--- src/rtl/mem_ctrl.sv ---
// Byte-serial RAM port controller shared by instruction fetch and load/store.
// Arbitrates fairly on ties, sequences 1..4 byte cycles, assembles reads little-endian.
module mem_ctrl #(
  parameter int ADDR_W = 32
) (
  input  logic              clk,
  input  logic              rst,
  input  logic              if_req,
  input  logic [ADDR_W-1:0] if_addr,
  output logic              if_done,
  output logic [31:0]       if_data,
  input  logic              mem_req,
  input  logic              mem_we,
  input  logic [1:0]        mem_len,
  input  logic [ADDR_W-1:0] mem_addr,
  input  logic [31:0]       mem_wdata,
  output logic              mem_done,
  output logic [31:0]       mem_rdata,
  output logic [ADDR_W-1:0] ram_a,
  output logic              ram_wr,
  output logic [7:0]        ram_dout,
  input  logic [7:0]        ram_din,
  output logic              busy
);

  typedef enum logic [1:0] {IDLE, RD, WR, DONE} state_t;

  state_t      state, state_nx;
  logic        owner;       // 1 = MEM owns the current transaction
  logic        last_grant;  // 1 = MEM was granted last
  logic [2:0]  idx, n;
  logic [31:0] wdata, rbuf, asm_word;
  logic [1:0]  cap_sel;
  logic        grant_if, grant_mem;

  // On a tie the requester that did not win last time gets the port.
  assign grant_mem = mem_req && (!if_req || !last_grant);
  assign grant_if  = if_req && !grant_mem;

  // The byte arriving this cycle belongs to the address presented one cycle earlier.
  assign cap_sel = idx[1:0] - 2'd1;
  always_comb begin
    asm_word = rbuf;
    asm_word[{cap_sel, 3'b000} +: 8] = ram_din;
  end

  always_ff @(posedge clk or posedge rst) begin
    if (rst) state <= IDLE;
    else     state <= state_nx;
  end

  always_comb begin
    state_nx = state;
    busy     = (state != IDLE);
    ram_wr   = 1'b0;
    ram_dout = 8'h00;
    if_done  = 1'b0;
    mem_done = 1'b0;
    case (state)
      IDLE: begin
        if (grant_mem)     state_nx = mem_we ? WR : RD;
        else if (grant_if) state_nx = RD;
      end
      RD: if (idx == n) state_nx = DONE;
      WR: begin
        ram_wr   = 1'b1;
        ram_dout = wdata[{idx[1:0], 3'b000} +: 8];
        if (idx == n - 3'd1) state_nx = DONE;
      end
      DONE: begin
        if_done  = !owner;
        mem_done = owner;
        state_nx = IDLE;
      end
      default: state_nx = IDLE;
    endcase
  end

  always_ff @(posedge clk or posedge rst) begin
    if (rst) begin
      owner      <= 1'b0;
      last_grant <= 1'b0;
      idx        <= '0;
      n          <= '0;
      ram_a      <= '0;
      wdata      <= '0;
      rbuf       <= '0;
      if_data    <= '0;
      mem_rdata  <= '0;
    end else begin
      case (state)
        IDLE: if (grant_mem || grant_if) begin
          owner      <= grant_mem;
          last_grant <= grant_mem;
          idx        <= '0;
          ram_a      <= grant_mem ? mem_addr : if_addr;
          n          <= grant_mem ? {1'b0, mem_len} + 3'd1 : 3'd4;
          wdata      <= mem_wdata;
          rbuf       <= '0;
        end
        RD: begin
          idx <= idx + 3'd1;
          if (idx < n - 3'd1) ram_a <= ram_a + ADDR_W'(1);
          if (idx != 3'd0) rbuf <= asm_word;
          if (idx == n) begin
            if (owner) mem_rdata <= asm_word;
            else       if_data   <= asm_word;
          end
        end
        WR: begin
          idx <= idx + 3'd1;
          if (idx < n - 3'd1) ram_a <= ram_a + ADDR_W'(1);
        end
        default: ;
      endcase
    end
  end

endmodule

--- config.mk ---
export PLATFORM = sky130hd
export DESIGN_NAME = mem_ctrl
export DESIGN_NICKNAME = d
export VERILOG_FILES = /design/src/rtl/mem_ctrl.sv
export SDC_FILE = /design/constraint.sdc
export NUM_CORES = 1
export LEC_CHECK = 0
export CAP_MARGIN = 25
export CORE_MARGIN = 4
export CORE_UTILIZATION = 48
export DETAILED_ROUTE_END_ITERATION = 6
export GPL_TIMING_DRIVEN = 0
export PLACE_DENSITY = 0.76
export SYNTH_ARGS = -nofsm -noshare
export SYNTH_HDL_FRONTEND = slang
export SYNTH_SLANG_ARGS = --single-unit
--- constraint.sdc ---
create_clock -name clk -period 6.9 [get_ports clk]
set_input_delay 1.38 -clock clk [delete_from_list [all_inputs] [get_ports clk]]
set_output_delay 1.38 -clock clk [all_outputs]
set_load 0.02 [all_outputs]
# Word-level counts from Yosys, hierarchy flattened
# Index checks and enable logic that the tools add are counted.
# word_totals
wordCells	72
in_bits	111
output_inout_bits	108
register_bits	169
# op_classes
add_sub_neg	6
mux	21
eq_ne	11
reduce_logical	20
shift	3
n_lt_le_gt_ge	1
bitwise_logic	1
# op_table
cell	count
32-bit two-way mux	5
32-bit one-hot mux with 2 select lines	2
32-bit by 1-bit adder with 32-bit output (second input constant)	1
32-bit bitwise mux	1
8-bit by 7-bit variable shift with 32-bit output (first input constant)	1
32-bit by 6-bit variable part select with 8-bit output	1
8-bit by 7-bit variable part select with 32-bit output	1
3-bit AND reduction	5
2-bit two-way mux	5
8-bit two-way mux	1
2-bit != test (second input constant)	4
2-bit one-hot mux with 4 select lines	1
5-bit negation with 7-bit output	1
3-bit == test	2
3-bit two-way mux	2
3-bit one-hot mux with 2 select lines	1
2-bit nonzero test	3
2-bit == test (second input constant)	2
2-bit AND reduction	2
2-bit by 1-bit adder with 3-bit output (second input constant)	1
3-bit by 1-bit adder with 3-bit output (second input constant)	1
1-bit zero test	3
3-bit less-than comparator	1
1-bit two-way mux	3
other kinds (11)	13

# Longest topological paths before layout
# Gate-level depths: netlist of the first run.
# logic_depth
word_depth	8
depth_mapped	10
depth_no_buf	9

# Worst setup path before layout of the first run
# OpenSTA, ideal clock, no wires.
# synth_timing
path_type	register to output
start	register idx[0]
end	output ram_dout[0]
path_buffers	1
path_stages_with_launch	4
path_slack_ns	4.022
required_ns	5.520
arrival_ns	1.498
path_cell_list	dfrtp_1 > buf_2 > mux4_2 > and2_1
# synth_via
elab_chain_cells	2
# synth_lines
item	line_no	text
start, declared	31	logic [2:0] idx, n;
start signal, assigned	102	idx <= idx + 3'd1;
start signal, assigned	111	idx <= idx + 3'd1;
32-bit by 6-bit variable part select with 8-bit output	67	ram_dout = wdata[{idx[1:0], 3'b000} +: 8];
8-bit two-way mux	59	case (state)
end, declared	21	output logic [7:0] ram_dout,
# Every way passes these cells.

# Final worst setup path of the first run
# layout_timing
start	register idx[1]
end	output ram_dout[6]
# The elaborated chain is that of the path after synthesis.

==> flow_metrics.py, run 1 <==
metrics = {
    "run_status": {
        "status": "finished clean",
    },
    "sta": {
        "max-slew-margin-rel_pct": 39.4,
        "period_needed_ns": 3.98,
        "finalCritPeriodShare_pct": 57.6,
        "setup_viol": 0,
        "max_freq_mhz": 251,
        "hold_viol": 0,
        "drv_slew": 0,
        "rsz0062_at_grt": "no",
        "hold_ws_ns": 0.480,
        "fin_skew_ns": 0.00732,
        "tightest_slew_ns": 0.907,
    },
    "worst_setup_path": {
        "cp.arrival_ns": 2.60,
        "cp-end-kind": "primary output",
        "path_class": "flop to primary output",
        "startpoint_type": "flop",
        "reg2reg_slack_ns": 3.53,
        "cp.required_ns": 5.52,
        "path_max_fanout": 10,
    },
    "synthesis": {
        "synth-adder-area-share_pct": 2.57,
        "synth_compound_area_share_pct": 11.2,
        "synth_top_family_by_area": "multiplexers",
        "synth_top_area_share_pct": 48.2,
        "syn_avg_cell_area_um2": 11.0,
        "synthArstFlopShare_pct": 100,
        "syn_inst": 799,
        "ys_warn_count": 0,
        "synth_ff_type": "dfrtp_1",
        "synth-edff-count": 0,
        "synth_area_leader_cell": "dfrtp_1",
        "synth_area_leaders": "dfrtp_1, mux2_2, nand2_1",
        "synth-seq-cells": 169,
        "synth_area_mm2": 0.00877,
        "synthMuxAreaShare_pct": 20.2,
        "ys_seq_area_share_pct": 48.2,
        "synth_xor_xnor_area_share_pct": 0.399,
        "syn_nets": 928,
        "synth-simple-area-share_pct": 13.2,
        "synth_cell_types": 61,
    },
    "routing": {
        "drt_iter0_drc": 543,
        "routed_wl_um": 23300,
        "vias": 7133,
        "drt_pass1_iterations": 5,
        "drc_errors": 0,
        "wl_per_cell_um": 18.3,
        "ant_nets": 0,
        "via_per_inst": 5.61,
    },
    "die": {
        "die-area_mm2": 0.0205,
        "core_mm2": 0.0180,
        "ios": 219,
        "chipWidth_um": 143,
        "start_util_pct": 48.8,
        "die_h_um": 143,
        "num_rows": 49,
    },
    "power": {
        "peakVddDrop_v": 0.000242,
        "p_leak_nw": 5.00,
        "power.density_mw_per_mm2": 471,
        "power_mw": 5.55,
    },
    "worst_hold_path": {
        "hp-class": "flop to flop",
    },
    "cts": {
        "cts_resized": 0,
        "insertion_delay_ns": 0.42,
        "clkTransAtPathRegs_ns": 0.06,
        "cts_tree": "yes",
        "root_buffer": "clkbuf_16",
        "clock_path_buffers": 2,
        "h-tree-depth": 4,
        "cts.sinks": 169,
        "postCtsSetupBuffers": 0,
        "hold_buffers": 0,
        "numCtsBuffers": 17,
    },
    "grt": {
        "grt_pass1_vias": 7285,
        "grt_first_pass_wirelength_um": 37600,
        "grtUsageTotal_pct": 23.2,
        "grt_max_degree": 110,
        "antenna_found_initial": 0,
        "overflow": 0,
    },
    "cells_and_area": {
        "fin_cells": 1271,
        "area_delta_synth_final_pct": 34.3,
        "regArea_mm2": 0.00423,
        "nets": 1160,
        "drive_gt1_share_pct": 18.2,
        "n_fill_cell": 1450,
        "multiInputGateArea_mm2": 0.00417,
    },
    "placement": {
        "dp.cells": 1241,
        "portBuffers": 212,
        "post-dp-hpwl_um": 17100,
        "routabilityCongestion": 0.860,
    },
    "flow_run": {
        "drv_cap": 0,
    },
}
==> registers in the layout (all words and copies together), names as in the netlist <==
signal	flops
last_grant	1
n	3
rbuf	32
ram_a	32
idx	3
state	2
wdata	32
if_data	32
mem_rdata	32
==> synth_stat cells (3+ instances only) <==
library cell and number:
a211o_1 4, dfrtp_1 169, and4_1 7, inv_1 47, ha_1 18, nand4_1 13, mux4_2 8, mux2i_1 23
or3_1 4, a31oi_1 4, a311oi_1 3, buf_1 4, clkbuf_2 6, mux2_2 121, o21ai_1 6, and3_1 6
clkbuf_1 24, a21oi_1 22, a211oi_1 4, a22o_1 31, o22ai_1 16, o21ai_0 46, nand2b_1 3, nor4_1 9
buf_2 11, nor2b_1 4, nor2_1 23, and2_1 12, nand3_1 20, nand2_1 83, nor3_1 9
==> report_power, final <==
part	switching [mW]	leakage [nW]	total (mW)	internal [mW]
Sequential	0.352	2.13	1.74	1.38
Clock	0.395	0.264	0.934	0.539
Combinational	1.58	2.60	2.88	1.29
==> stage by stage <==
stage	worst slack, ns	setup TNS (ns)	utilization [%]	area [um^2]
finish	2.92	0	65.6	11800
global route	2.76	0	65.6	11800
CTS	2.87	0	65.6	11800
detailed placement	2.97	0	62.4	11200
global placement	-1.29	-216.32	62.2	11200
floorplan	0.945	0	-	8770
==> cells by family after synthesis <==
| logic type | Yosys count |
|---|---|
| mux | 152 |
| xor+xnor | 4 |
| simple gates | 212 |
| buf+inv | 93 |
| fa+ha+maj | 18 |
| compound gates | 151 |
| flops | 169 |
==> metal layers <==
metal	track usage, %	routed length [um]	vias to the layer above
met3	6.33	1740	37
li1	-	-	3355
met4	7.45	492	0
met2	38.8	11400	276
met5	0	0	-
met1	29.4	9670	3465
==> cell usage in the layout, fill, tap and decap left out, types with 4 or more instances in the layout <==
master / netlist / layout
clkdlybuf4s50_1: 0 / 212
dfrtp_1: 169 / 169
mux2_2: 121 / 121
nand2_1: 83 / 83
inv_1: 47 / 46
o21ai_0: 46 / 46
a22o_1: 31 / 31
clkbuf_1: 24 / 25
nor2_1: 23 / 23
mux2i_1: 23 / 23
a21oi_1: 22 / 22
nand3_1: 20 / 20
ha_1: 18 / 18
clkbuf_16: 0 / 17
o22ai_1: 16 / 16
nand4_1: 13 / 13
and2_1: 12 / 12
buf_2: 11 / 11
nor3_1: 9 / 9
nor4_1: 9 / 9
mux4_2: 8 / 8
and4_1: 7 / 7
clkbuf_2: 6 / 6
and3_1: 6 / 6
o21ai_1: 6 / 6
buf_1: 4 / 4
nor2b_1: 4 / 4
or3_1: 4 / 4
a211o_1: 4 / 4
a31oi_1: 4 / 4
a211oi_1: 4 / 4
clkinvlp_4: 0 / 4
==> worst paths after layout <==
check | start | to | cells after the start
hold / removal | n[0] | n[0] | 2
setup reg to reg | idx[1] | rbuf[29] | 7
setup / recovery | idx[1] | ram_dout[6] | 4
hold reg to reg | n[0] | n[0] | 2
max in group asynchronous | rst | mem_rdata[7] | 3
min in group asynchronous | rst | wdata[8] | 2
==> critical path: stages (launching register included) <==
cell	delay [ns]
dfrtp_1	0.54
buf_1	0.53
mux4_2	0.39
and2_1	0.18
clkdlybuf4s50_1	0.54
==> layout make-up <==
type,count,share of cell area [%]
clock buffer,19,3.76
inverter,48,1.59
timing repair buffer,213,18.2
buffer,45,1.61
sequential,169,35.9
antenna,1,0.0212
clock inverter,10,1.03
tap,229,2.43
multi-input combinational,537,35.4
No activity file was read; power rests on OpenSTA's default activity.
==> run 2, diff against run 1 <==
--- a/config.mk
+++ b/config.mk
@@ -7,10 +7,10 @@
 export LEC_CHECK = 0
 export CAP_MARGIN = 25
 export CORE_MARGIN = 4
-export CORE_UTILIZATION = 48
+export CORE_UTILIZATION = 45
 export DETAILED_ROUTE_END_ITERATION = 6
 export GPL_TIMING_DRIVEN = 0
-export PLACE_DENSITY = 0.76
+export PLACE_DENSITY = 0.75
 export SYNTH_ARGS = -nofsm -noshare
 export SYNTH_HDL_FRONTEND = slang
 export SYNTH_SLANG_ARGS = --single-unit
==> constraint.sdc (replaced) <==
create_clock -name clk -period 3.6 [get_ports clk]
set_input_delay 0.72 -clock clk [delete_from_list [all_inputs] [get_ports clk]]
set_output_delay 0.72 -clock clk [all_outputs]
set_load 0.02 [all_outputs]
==> run 2 against run 1 <==
Compared with the run above: total power is 93% higher; critical path depth unchanged; critical path type unchanged; largest cell class unchanged; sequential share of layout area is 0.38 points lower; clock power grew 100%; first-iteration DRC count fell by 19%; critical endpoint is now ram_dout[3]; clock skew rose by 0.0023 ns.
==> flow_metrics.py, run 2 (same netlist as run 1, synthesis figures left out) <==
metrics = {
    "cts": {
        "hold_buffers": 0,
        "insertion_delay_ns": 0.43,
        "cts.sinks": 169,
        "cts_resized": 0,
        "clock_path_buffers": 2,
        "numCtsBuffers": 17,
        "h-tree-depth": 4,
        "postCtsSetupBuffers": 0,
        "cts_tree": "yes",
        "root_buffer": "clkbuf_16",
        "clkTransAtPathRegs_ns": 0.06,
    },
    "die": {
        "ios": 219,
        "die-area_mm2": 0.0218,
        "core_mm2": 0.0190,
        "num_rows": 50,
        "die_h_um": 148,
        "start_util_pct": 46.3,
        "chipWidth_um": 148,
    },
    "routing": {
        "via_per_inst": 5.45,
        "highest_layer": "met4",
        "drc_errors": 0,
        "drt_iter0_drc": 439,
        "wl_per_cell_um": 17.9,
        "ant_nets": 0,
        "vias": 7119,
        "route.met2.wl_um": 11400,
        "drt_pass1_iterations": 5,
        "met1_length_um": 9680,
        "wl_met3_um": 1790,
        "routed_wl_um": 23300,
    },
    "grt": {
        "grt_first_pass_wirelength_um": 37400,
        "grt_max_degree": 42,
        "grt_pass1_vias": 7161,
        "overflow": 0,
        "antenna_found_initial": 0,
        "grtUsageTotal_pct": 21.4,
    },
    "sta": {
        "fin_skew_ns": 0.00963,
        "period_needed_ns": 3.40,
        "rsz0062_at_grt": "no",
        "drv_slew": 0,
        "setup_viol": 0,
        "hold_viol": 0,
        "max-slew-margin-rel_pct": 45.7,
        "max_freq_mhz": 294,
        "finalCritPeriodShare_pct": 94.3,
        "tightest_slew_ns": 0.813,
    },
    "power": {
        "p_leak_nw": 5.04,
        "power.density_mw_per_mm2": 899,
        "peakVddDrop_v": 0.000465,
        "power_mw": 10.7,
    },
    "worst_setup_path": {
        "cp-end-kind": "primary output",
        "cp.required_ns": 2.88,
        "path_class": "flop to primary output",
        "path_max_fanout": 10,
        "startpoint_type": "flop",
        "cp.arrival_ns": 2.68,
    },
    "placement": {
        "portBuffers": 212,
        "routabilityCongestion": 0.865,
        "post-dp-hpwl_um": 17600,
        "place_area_mm2": 0.0113,
    },
    "cells_and_area": {
        "area_delta_synth_final_pct": 35.8,
        "num_antenna_cells": 0,
        "final_common_cell": "clkdlybuf4s50_1",
        "drive_gt1_share_pct": 18.6,
        "nets": 1163,
        "final_cell_area_mm2": 0.0119,
        "layout_common_cells": "clkdlybuf4s50_1, dfrtp_1, mux2_2, nand2_1",
    },
    "run_status": {
        "status": "finished clean",
    },
    "worst_hold_path": {
        "hp-class": "flop to flop",
    },
    "flow_run": {
        "drv_cap": 0,
    },
}
[run 2: metrics by stage]
step                utilization, %  setup WS, ns  instances  hold WS (ns)  TNS, ns
floorplan                        -         0.725        799         0.450        0
global placement              59.2        -0.683       1271         0.464  -114.06
detailed placement            59.6         0.309       1275         0.470        0
CTS                           62.8         0.185       1307         0.485        0
global route                  62.8        0.0432       1307         0.513        0
finish                        62.8         0.204       1307         0.480        0
[run 2: path summary, 6_finish.rpt]
kind	endpoint	cells past startpoint	start	slack (ns)
max	ram_dout[3]	4	idx[1]	0.20
max in group asynchronous	mem_rdata[18]	4	rst	2.03
min reg2reg	n[0]	2	n[0]	0.48
max reg2reg	rbuf[28]	7	idx[1]	0.31
min in group asynchronous	if_data[24]	2	rst	0.74
min	n[0]	2	n[0]	0.48
[run 2: layout make-up]
class / instances / area [um^2]
Sequential cell: 169 / 4230
Buffer: 45 / 190
Multi-Input combinational cell: 537 / 4170
Fill cell: 1580 / 7050
Timing Repair Buffer: 216 / 2200
Clock buffer: 19 / 443
Tap cell: 260 / 325
Inverter: 48 / 184
Clock inverter: 13 / 161
[run 2: metal layers]
metal | global-route usage, % | vias to the layer above
li1 | - | 3363
met1 | 27.3 | 3463
met2 | 35.6 | 259
met3 | 6.68 | 34
met4 | 5.68 | 0
met5 | 0 | -
[run 2: worst max-delay path: stages, from the launching register on]
cell and delay (ns):
dfrtp_1 0.57, buf_1 0.54, mux4_2 0.42, and2_1 0.18
clkdlybuf4s50_1 0.53
[run 2: power breakdown]
| group | leakage [nW] | total [mW] | internal [mW] | switching [mW] |
|---|---|---|---|---|
| Sequential | 2.13 | 3.32 | 2.65 | 0.671 |
| Clock | 0.287 | 1.87 | 1.06 | 0.809 |
| Combinational | 2.62 | 5.51 | 2.49 | 3.02 |
| Total | 5.04 | 10.7 | 6.20 | 4.50 |
==> run 3, diff against run 2 <==
--- a/config.mk
+++ b/config.mk
@@ -8,6 +8,7 @@
 export CAP_MARGIN = 25
 export CORE_MARGIN = 4
 export CORE_UTILIZATION = 45
+export CTS_CLUSTER_DIAMETER = 40
 export DETAILED_ROUTE_END_ITERATION = 6
 export GPL_TIMING_DRIVEN = 0
 export PLACE_DENSITY = 0.75
==> results of run 3 <==
Final layout, timing and power as in run 2 (identical DEF).
